File: src/rtl/uart_pkg.sv
// Shared definitions for the configurable UART receiver: FSM state encodings,
// legal parameter bounds and the baud counter width.
package uart_pkg;

    localparam int DATA_BITS_MIN = 5;
    localparam int DATA_BITS_MAX = 9;
    localparam int BAUD_DIV_MIN  = 4;
    localparam int BAUD_DIV_MAX  = 4095;
    localparam int STOP_BITS_MIN = 1;
    localparam int STOP_BITS_MAX = 2;

    localparam int CNT_W = 12;

    typedef logic [2:0] state_t;

    localparam state_t ST_IDLE   = 3'd0;
    localparam state_t ST_START  = 3'd1;
    localparam state_t ST_DATA   = 3'd2;
    localparam state_t ST_PARITY = 3'd3;
    localparam state_t ST_STOP   = 3'd4;

    function automatic bit cfg_ok(input int data_bits, input int baud_div, input int stop_bits);
        return (data_bits >= DATA_BITS_MIN) && (data_bits <= DATA_BITS_MAX) &&
               (baud_div  >= BAUD_DIV_MIN)  && (baud_div  <= BAUD_DIV_MAX)  &&
               ((baud_div % 2) == 0) &&
               (stop_bits >= STOP_BITS_MIN) && (stop_bits <= STOP_BITS_MAX);
    endfunction

endpackage

File: src/rtl/uart_baud_cnt.sv
// Bit-period counter: held at zero by clr, pulses tick on the last cycle of a
// full (BAUD_DIV) or half (BAUD_DIV/2) bit period and then wraps.
module uart_baud_cnt
    import uart_pkg::*;
#(
    parameter int BAUD_DIV = 44
) (
    input  logic clk,
    input  logic rst,
    input  logic clr,
    input  logic half,
    output logic tick
);

    localparam logic [CNT_W-1:0] FULL_LAST = CNT_W'(BAUD_DIV - 1);
    localparam logic [CNT_W-1:0] HALF_LAST = CNT_W'(BAUD_DIV / 2 - 1);

    logic [CNT_W-1:0] cnt;

    assign tick = (cnt == (half ? HALF_LAST : FULL_LAST));

    always_ff @(posedge clk) begin
        if (rst || clr) begin
            cnt <= '0;
        end else if (tick) begin
            cnt <= '0;
        end else begin
            cnt <= cnt + 1'b1;
        end
    end

endmodule

File: src/rtl/uart_rx_cfg.sv
// Configurable UART receiver: start-bit qualification, LSB-first data, optional
// parity, one or two stop bits, and a ready/error/overrun handshake.
module uart_rx_cfg
    import uart_pkg::*;
#(
    parameter int DATA_BITS  = 8,
    parameter int BAUD_DIV   = 44,
    parameter int PARITY_EN  = 0,
    parameter int PARITY_ODD = 0,
    parameter int STOP_BITS  = 1
) (
    input  logic                 clk,
    input  logic                 rst,
    input  logic                 RX,
    input  logic                 clr_rdy,
    output logic [DATA_BITS-1:0] rx_data,
    output logic                 rdy,
    output logic                 parity_err,
    output logic                 frame_err,
    output logic                 overrun
);

    if (!cfg_ok(DATA_BITS, BAUD_DIV, STOP_BITS)) begin : g_bad_cfg
        $error("uart_rx_cfg: illegal parameter configuration");
    end

    localparam logic       HAS_PARITY = (PARITY_EN != 0);
    localparam logic       ODD        = (PARITY_ODD != 0);
    localparam logic [3:0] LAST_DATA  = 4'(DATA_BITS - 1);
    localparam logic [3:0] LAST_STOP  = 4'(STOP_BITS - 1);

    logic                 sync1;
    logic                 sync2;
    logic                 sync3;
    logic                 strt;
    state_t               state;
    logic [3:0]           bit_cnt;
    logic [DATA_BITS-1:0] shift_reg;
    logic                 par_bit;
    logic                 stop_bad;
    logic                 tick;
    logic                 done;
    logic                 par_mismatch;

    always_ff @(posedge clk) begin
        if (rst) begin
            sync1 <= 1'b1;
            sync2 <= 1'b1;
            sync3 <= 1'b1;
        end else begin
            sync1 <= RX;
            sync2 <= sync1;
            sync3 <= sync2;
        end
    end

    assign strt = !sync2 && sync3;

    // Counter is parked at zero in IDLE so START begins a clean half-bit wait.
    uart_baud_cnt #(
        .BAUD_DIV(BAUD_DIV)
    ) u_baud (
        .clk (clk),
        .rst (rst),
        .clr (state == ST_IDLE),
        .half(state == ST_START),
        .tick(tick)
    );

    assign done         = (state == ST_STOP) && tick && (bit_cnt == LAST_STOP);
    assign par_mismatch = HAS_PARITY && (((^shift_reg) ^ ODD) != par_bit);

    always_ff @(posedge clk) begin
        if (rst) begin
            state     <= ST_IDLE;
            bit_cnt   <= 4'd0;
            shift_reg <= '0;
            par_bit   <= 1'b0;
            stop_bad  <= 1'b0;
        end else begin
            case (state)
                ST_IDLE: begin
                    if (strt) begin
                        state <= ST_START;
                    end
                end
                ST_START: begin
                    if (tick) begin
                        bit_cnt <= 4'd0;
                        state   <= sync2 ? ST_IDLE : ST_DATA;
                    end
                end
                ST_DATA: begin
                    if (tick) begin
                        shift_reg <= {sync2, shift_reg[DATA_BITS-1:1]};
                        if (bit_cnt == LAST_DATA) begin
                            bit_cnt  <= 4'd0;
                            stop_bad <= 1'b0;
                            state    <= HAS_PARITY ? ST_PARITY : ST_STOP;
                        end else begin
                            bit_cnt <= bit_cnt + 4'd1;
                        end
                    end
                end
                ST_PARITY: begin
                    if (tick) begin
                        par_bit <= sync2;
                        state   <= ST_STOP;
                    end
                end
                ST_STOP: begin
                    if (tick) begin
                        if (!sync2) begin
                            stop_bad <= 1'b1;
                        end
                        if (bit_cnt == LAST_STOP) begin
                            state <= ST_IDLE;
                        end else begin
                            bit_cnt <= bit_cnt + 4'd1;
                        end
                    end
                end
                default: state <= ST_IDLE;
            endcase
        end
    end

    // A completing frame wins over a same-cycle clr_rdy and never counts as overrun.
    always_ff @(posedge clk) begin
        if (rst) begin
            rx_data    <= '0;
            rdy        <= 1'b0;
            parity_err <= 1'b0;
            frame_err  <= 1'b0;
            overrun    <= 1'b0;
        end else if (done) begin
            rx_data    <= shift_reg;
            rdy        <= 1'b1;
            parity_err <= par_mismatch;
            frame_err  <= stop_bad | !sync2;
            overrun    <= clr_rdy ? 1'b0 : (overrun | rdy);
        end else if (clr_rdy) begin
            rdy        <= 1'b0;
            parity_err <= 1'b0;
            frame_err  <= 1'b0;
            overrun    <= 1'b0;
        end
    end

endmodule
File: config.mk
export PLATFORM = sky130hd
export DESIGN_NAME = uart_rx_cfg
export DESIGN_NICKNAME = d
export VERILOG_FILES = /design/src/rtl/uart_pkg.sv /design/src/rtl/uart_baud_cnt.sv /design/src/rtl/uart_rx_cfg.sv
export SDC_FILE = /design/constraint.sdc
export NUM_CORES = 1
export LEC_CHECK = 0
export CORE_UTILIZATION = 51
export CTS_CLUSTER_SIZE = 20
export DETAILED_ROUTE_END_ITERATION = 16
export PLACE_DENSITY = 0.74
export SLEW_MARGIN = 20
export SYNTH_ARGS = -nofsm -noshare
export SYNTH_HDL_FRONTEND = slang
export SYNTH_SLANG_ARGS = --single-unit
File: constraint.sdc
create_clock -name clk -period 1.9 [get_ports clk]
set_input_delay 0.19 -clock clk [delete_from_list [all_inputs] [get_ports clk]]
set_output_delay 0.19 -clock clk [all_outputs]
set_load 0.1 [all_outputs]
==> summary.md, run 1 <==
| Metric | Value |
|---|---|
| Peak supply drop | 0.5479 mV |
| Die area | a little under 4000 um^2 |
| Max Clk Rate | 561.6 MHz |
| Slowest stage delay, CP | 0.39 ns |
| Global Route Usage Sum | a little under a fifth |
| CTS max path bufs | 2 |
| CP Class | reg -> reg |
| CTS tree | done |
| Vias in the first global route | 1,360 |
| Crit path time final | 1.781 ns |
| Initial antenna violation count | 0 |
| Avg Cell Area, Syn | 9.143 um^2 |
| Area Overhead vs Synth | 12.82% |
| Final wirelength | between 3000 and 4000 um |
| Post-synthesis sequential area ratio | 44.86% |
| Share of flip-flops with an asynchronous set or reset | 0% |
| Crit share post-route | a little over nine tenths |
| Antenna diodes | 0 |
| Vias per cell | 5.280 |
| Hold WC Path Type | in -> reg |
| Crit-path max FO | 8 |
| # H-tree levels | 2 |
| Worst Skew | 0.01620 ns |
| CTS Hold Bufs | 0 |
| Die height | 62.62 um |
| Synth unique cells | 43 |
| DP HPWL | 2408 um |
| Seq. cell area | ~840 um^2 |
| Total Neg Setup Slack | 0 ns |
| CTS sink cnt | 42 |
| Finished Layout Cells | ~270 |
| Largest net degree at the start of global routing | 35 |
| Post-Syn Instances | around 210 |
| Quantity of I/O buffers inserted on ports | 14 |
| Nets | 231 |
| Pre-Repair DR Iteration Count | 4 |
| Multi-input gate area | 930.9 um^2 |
| DRC viols | 0 |
| Area leader, netlist | dfxtp_1 |
| Num ports | 16 |
| Post-synth EDFFs | 0 |
| Fillers | 311 |
| Worst-path clk slew | 0.13 ns |
| Unrepaired setup endpoints after global routing | false |
| Share of cells above drive strength 1 | around 17% |
| Via count | between 1,000 and 1,500 |
| Worst-path cell chain | nor3b_2 > mux2_2 > and4bb_2 > a21boi_0 > o21ai_0 |
| Worst path slowest cell | and4bb_2 |
| Largest register FFs | 12 |
| Final setup viols | 0 |
| Total global routing overflow | 0 |
| Inst Count DP | 263 |
| Seq cells post-synth | 42 |
| Chip Width | 62.62 um |
| First-pass GRT wire length | 5796 um |
| Endpoint class of the critical path | register |
| Total CTS buffers | 5 |
| Num rows | 21 |
| Top-area cell type share of the netlist area | 44.86% |
| Antenna viol nets, final | 0 |
| Starting density of the core | a little over half |
| Post-synthesis cell area | 1874 um^2 |
| Max-Cap Viols | 0 |
| PwrDens | slightly below 700 nW/um^2 |
| Final Hold Fails | 0 |
| CTS root buf | clkbuf_4 |
| Routability congestion estimate | between 0.8 and 0.9 |
| Routed len/inst | 12.46 um |
| Ys Warns | 0 |
| Core area | 3416 um^2 |
| Initial DRC Count | 42 |
| Clk_lat worst skew | 0.35 ns |
| Top FF cell, synth | dfxtp_1 |
| Data required time of the worst path | 2.15 ns |
| Slew Limit Fails | 0 |
| Type of origin of the critical path | register |
| Commonest cells after routing, fill and taps aside | 42 x dfxtp_1, 39 x nor2_1, 21 x buf_4 |
| Arrival time at the worst endpoint | 2.03 ns |
| Most common cell after layout, fill and taps aside | dfxtp_1 |
| Static leakage | 0.8252 nW |
| Top area cells in the synthesized netlist | dfxtp_1 45%, mux2i_1 9.1%, nor2_1 7.8% |
| Syn nets | approximately 210 |
| Status | completed |
Yosys cell counts, drive strengths merged (2+ instances only):
master / n
dfxtp: 42
nand4: 4
or2: 2
o21ai: 5
nand3: 7
inv: 9
xor2: 9
nor3b: 2
buf: 7
xnor2: 2
nor3: 5
nand2: 6
nand4b: 2
and4bb: 2
clkbuf: 5
ha: 3
or3: 2
a21oi: 8
nand2b: 9
nor2: 39
mux2i: 17
worst max-delay path: cells and delay by family, from the launching register on:
kind               cells  cell delay (ns)
DFF                    1             0.38
AOI/OAI and AO/OA      2             0.29
muxes                  1             0.38
and+or+nand+nor        2             0.62
kinds of logic after synthesis:
logic type / count (synthesis) / synth area share [%]
xor+xnor: 11 / 5.141
other cells: 1 / 0.2001
simple gates: 86 / 24.03
mux: 18 / 9.679
flops: 42 / 44.86
fa+ha+maj: 3 / 2.003
compound gates: 23 / 7.811
buf+inv: 21 / 6.274
area by class of cell:
| cell class | instances | area share, % |
|---|---|---|
| Clock inverter | 2 | 0.5917 |
| Tap cell | 46 | 2.722 |
| Multi-Input combinational cell | 142 | 44.02 |
| Inverter | 9 | 1.598 |
| Clock buffer | 6 | 2.426 |
| Timing Repair Buffer | 24 | 8.876 |
| Sequential cell | 42 | 39.76 |
final timing paths:
kind	startpoint	to	slack, ns	cells past startpoint
setup / recovery	state[2]	bit_cnt[3]	0.12	5
hold / removal	clr_rdy	overrun	0.41	2
setup reg to reg	state[2]	bit_cnt[3]	0.12	5
hold reg to reg	sync1	sync2	0.42	1
layer usage:
layer	GRT usage [%]	wire length, um	up-vias
met2	30.16	1552	23
met5	0	0	-
li1	-	-	726
met1	22.32	1630	675
met3	6.204	109	7
met4	10.47	84	0
stage by stage:
| stage | hold slack [ns] | power, W | worst slack (ns) | area [um^2] | utilization (%) |
|---|---|---|---|---|---|
| 2_1_floorplan | 0.2693 | 0.0009905 | 0.1657 | 1874 | - |
| 3_3_place_gp | 0.3971 | 0.001014 | 0.1770 | 2036 | 59.60 |
| 3_5_place_dp | 0.4020 | 0.001017 | 0.1254 | 2036 | 59.60 |
| 4_1_cts | 0.3943 | 0.001476 | 0.1115 | 2100 | 61.47 |
| 5_1_grt | 0.3908 | 0.001532 | 0.04307 | 2115 | 61.90 |
| 6_report | 0.4077 | 0.001462 | 0.1193 | 2115 | 61.90 |
report_power, final:
group          leakage, nW  switching, W  internal, W
Combinational        0.452     0.0000649    0.0000421
Sequential           0.339    0.00000535     0.000889
Clock               0.0343      0.000283     0.000178
Total                0.825      0.000353      0.00111
what timing repair did:
action,CTS,global route
setup endpoints to repair,0,7
resized for setup,0,3
buffers inserted,0,0
Power figures use the tool's default switching activity.
==> run 2, diff against run 1 <==
--- a/config.mk
+++ b/config.mk
@@ -9,6 +9,7 @@
 export CTS_CLUSTER_SIZE = 20
 export DETAILED_ROUTE_END_ITERATION = 16
 export PLACE_DENSITY = 0.74
+export REMOVE_ABC_BUFFERS = 1
 export SLEW_MARGIN = 20
 export SYNTH_ARGS = -nofsm -noshare
 export SYNTH_HDL_FRONTEND = slang
==> summary.md, run 2 (synthesized netlist as in run 1, its figures left out) <==
| Metric | Value |
|---|---|
| Status | completed |
| Global Route Usage Sum | 20.16% (+1.2 points) |
| Finished Layout Cells | 270 (-0.37%) |
| Final Hold Fails | 0 (unchanged) |
| Crit-path max FO | 12 (+4) |
| Core area | 3416 um^2 (unchanged) |
| Hold Path End | sync1 |
| Num ports | 16 (unchanged) |
| Placed Area | 2048 um^2 (+0.61%) |
| Hold WC Path Type | in -> reg |
| Quantity of I/O buffers inserted on ports | 14 (unchanged) |
| CTS tree | done |
| Vias in the first global route | 1,425 (+4.8%) |
| Fillers | 307 (-1.3%) |
| Slowest stage delay, CP | 0.34 ns (-0.05 ns) |
| Num rows | 21 (unchanged) |
| Total global routing overflow | 0 (unchanged) |
| Hold Slack | 0.3928 ns (-0.01483 ns) |
| Crit path time final | 1.781 ns (+0.0001450 ns) |
| Reg2Reg Capture Point | rx_data[4] |
| Worst Skew | 0.01495 ns (-0.001249 ns) |
| Via count | 1,452 (+1.5%) |
| Worst R2R Setup Slack | 0.12 ns (about the same) |
| R2R depth | 7 (+2) |
| Peak supply drop | 0.3454 mV (-37%) |
| Hold Path Origin | RX |
| Antenna viol nets, final | 0 (unchanged) |
| WHS Path Cells | 2 (unchanged) |
| DRC viols | 0 (unchanged) |
| CTS resizes | 0 (unchanged) |
| Largest net degree at the start of global routing | 24 (-31%) |
| Initial antenna violation count | 0 (unchanged) |
| Antenna diodes | 0 (unchanged) |
| Pre-CTS setup slack | 0.1149 ns (-0.01046 ns) |
| Static leakage | 0.8155 nW (-1.2%) |
| CTS root buf | clkbuf_4 |
| Clk_lat worst skew | 0.35 ns (about the same) |
| Crit path launch | u_baud.cnt[6] |
| Slew Limit Fails | 0 (unchanged) |
| CTS sink cnt | 42 (unchanged) |
| Commonest cells after routing, fill and taps aside | 42 x dfxtp_1, 39 x nor2_1, 20 x buf_4 |
| PwrDens | 671.0 nW/um^2 (-2.9%) |
| Worst path slowest cell | dfxtp_1 |
| PnR Total Power | 0.001414 W (-3.3%) |
| Data required time of the worst path | 2.13 ns (-0.02 ns) |
| Type of origin of the critical path | register |
| Routability congestion estimate | 0.8399 (+2.3%) |
| CP Class | reg -> reg |
| First-pass GRT wire length | 6251 um (+7.9%) |
| Die area | 3921 um^2 (unchanged) |
| Final setup viols | 0 (unchanged) |
| Max-Cap Viols | 0 (unchanged) |
| Pre-Repair DR Iteration Count | 4 (unchanged) |
| Endpoint class of the critical path | register |
| Max Clk Rate | 561.5 MHz (about the same) |
| Crit share post-route | 93.73% (about the same) |
| CTS max path bufs | 2 (unchanged) |
| Die height | 62.62 um (unchanged) |
| Worst-path clk slew | 0.11 ns (-0.02 ns) |
| Largest register FFs | 12 (unchanged) |
| Vias per cell | 5.378 (+1.8%) |
| Inst Count DP | 263 (unchanged) |
| Reg2reg start | u_baud.cnt[6] |
| Nets | 231 (unchanged) |
| Share of cells above drive strength 1 | 16.07% (-1.3 points) |
| Initial DRC Count | 60 (+43%) |
| Arrival time at the worst endpoint | 2.02 ns (about the same) |
| CTS Hold Bufs | 0 (unchanged) |
| Routed len/inst | 13.19 um (+5.8%) |
| Starting density of the core | 54.87% (unchanged) |
| # H-tree levels | 2 (unchanged) |
| Design Area, Final | 2107 um^2 (-0.36%) |
| Total CTS buffers | 5 (unchanged) |
| Most common cell after layout, fill and taps aside | dfxtp_1 |
| DP HPWL | 2608 um (+8.3%) |
| Post-CTS Setup Repair Bufs | 0 (unchanged) |
| Area Overhead vs Synth | 12.42% |
| Final wirelength | 3560 um (+5.4%) |
| PnR worst setup slack | 0.1192 ns (-0.0001450 ns) |
| Chip Width | 62.62 um (unchanged) |
| Worst-path cell chain | nor4_2 > nand4b_1 > buf_4 > and4bb_2 > buf_12 > mux2i_1 > nor2_1 |
==> run 2: cell count changes in the layout (fill, tap and decap cells not counted) <==
cell	delta
or3_1	+1
clkbuf_1	+1
buf_12	+1
clkinv_2	-1
clkbuf_8	-1
buf_4	-1
or3_4	-1
==> run 2: worst max-delay path: cells and delay by family, from the launching register on <==
family | cells | cell delay, ns
buffers and inverters | 2 | 0.32
DFF | 1 | 0.34
muxes | 1 | 0.19
and+or+nand+nor | 4 | 0.81
==> run 2: how the worst max path moves through the flow <==
stage / end / slack [ns] / depth (start not counted)
2_1_floorplan: bit_cnt[3] / 0.16 / 5
3_3_place_gp: shift_reg[3] / 0.17 / 5
3_5_place_dp: shift_reg[4] / 0.11 / 5
4_1_cts: shift_reg[4] / 0.09 / 5
5_1_grt: rx_data[5] / -0.01 / 7
6_report: rx_data[4] / 0.12 / 7
==> run 2: layer usage <==
metal / track usage (%) / wire (um)
met5: 0 / 0
met1: 24.71 / 1619
met2: 33.29 / 1781
met3: 5.109 / 121
met4: 8.721 / 38
==> run 2: per-stage QoR <==
step | setup TNS, ns | utilization [%]
after floorplan | 0 | -
after global placement | 0 | 59.96
after detailed placement | 0 | 59.96
after CTS | 0 | 61.39
after global routing | -0.04346 | 61.69
final | 0 | 61.69
==> run 2: area by class of cell <==
cell class	count	area (um^2)	area share, %
clock buffer	6	41.29	1.960
sequential	42	840.8	39.90
multi-input combinational	142	925.9	43.94
tap	46	57.56	2.732
inverter	9	33.78	1.603
timing repair buffer	24	200.2	9.501
clock inverter	1	7.507	0.3563
==> run 2: power breakdown <==
part	switching, W	total, W	leakage [nW]	internal, W
clock	0.000276	0.000414	0.0243	0.000138
combinational	0.0000642	0.000106	0.452	0.0000417
sequential	0.00000492	0.000894	0.339	0.000889
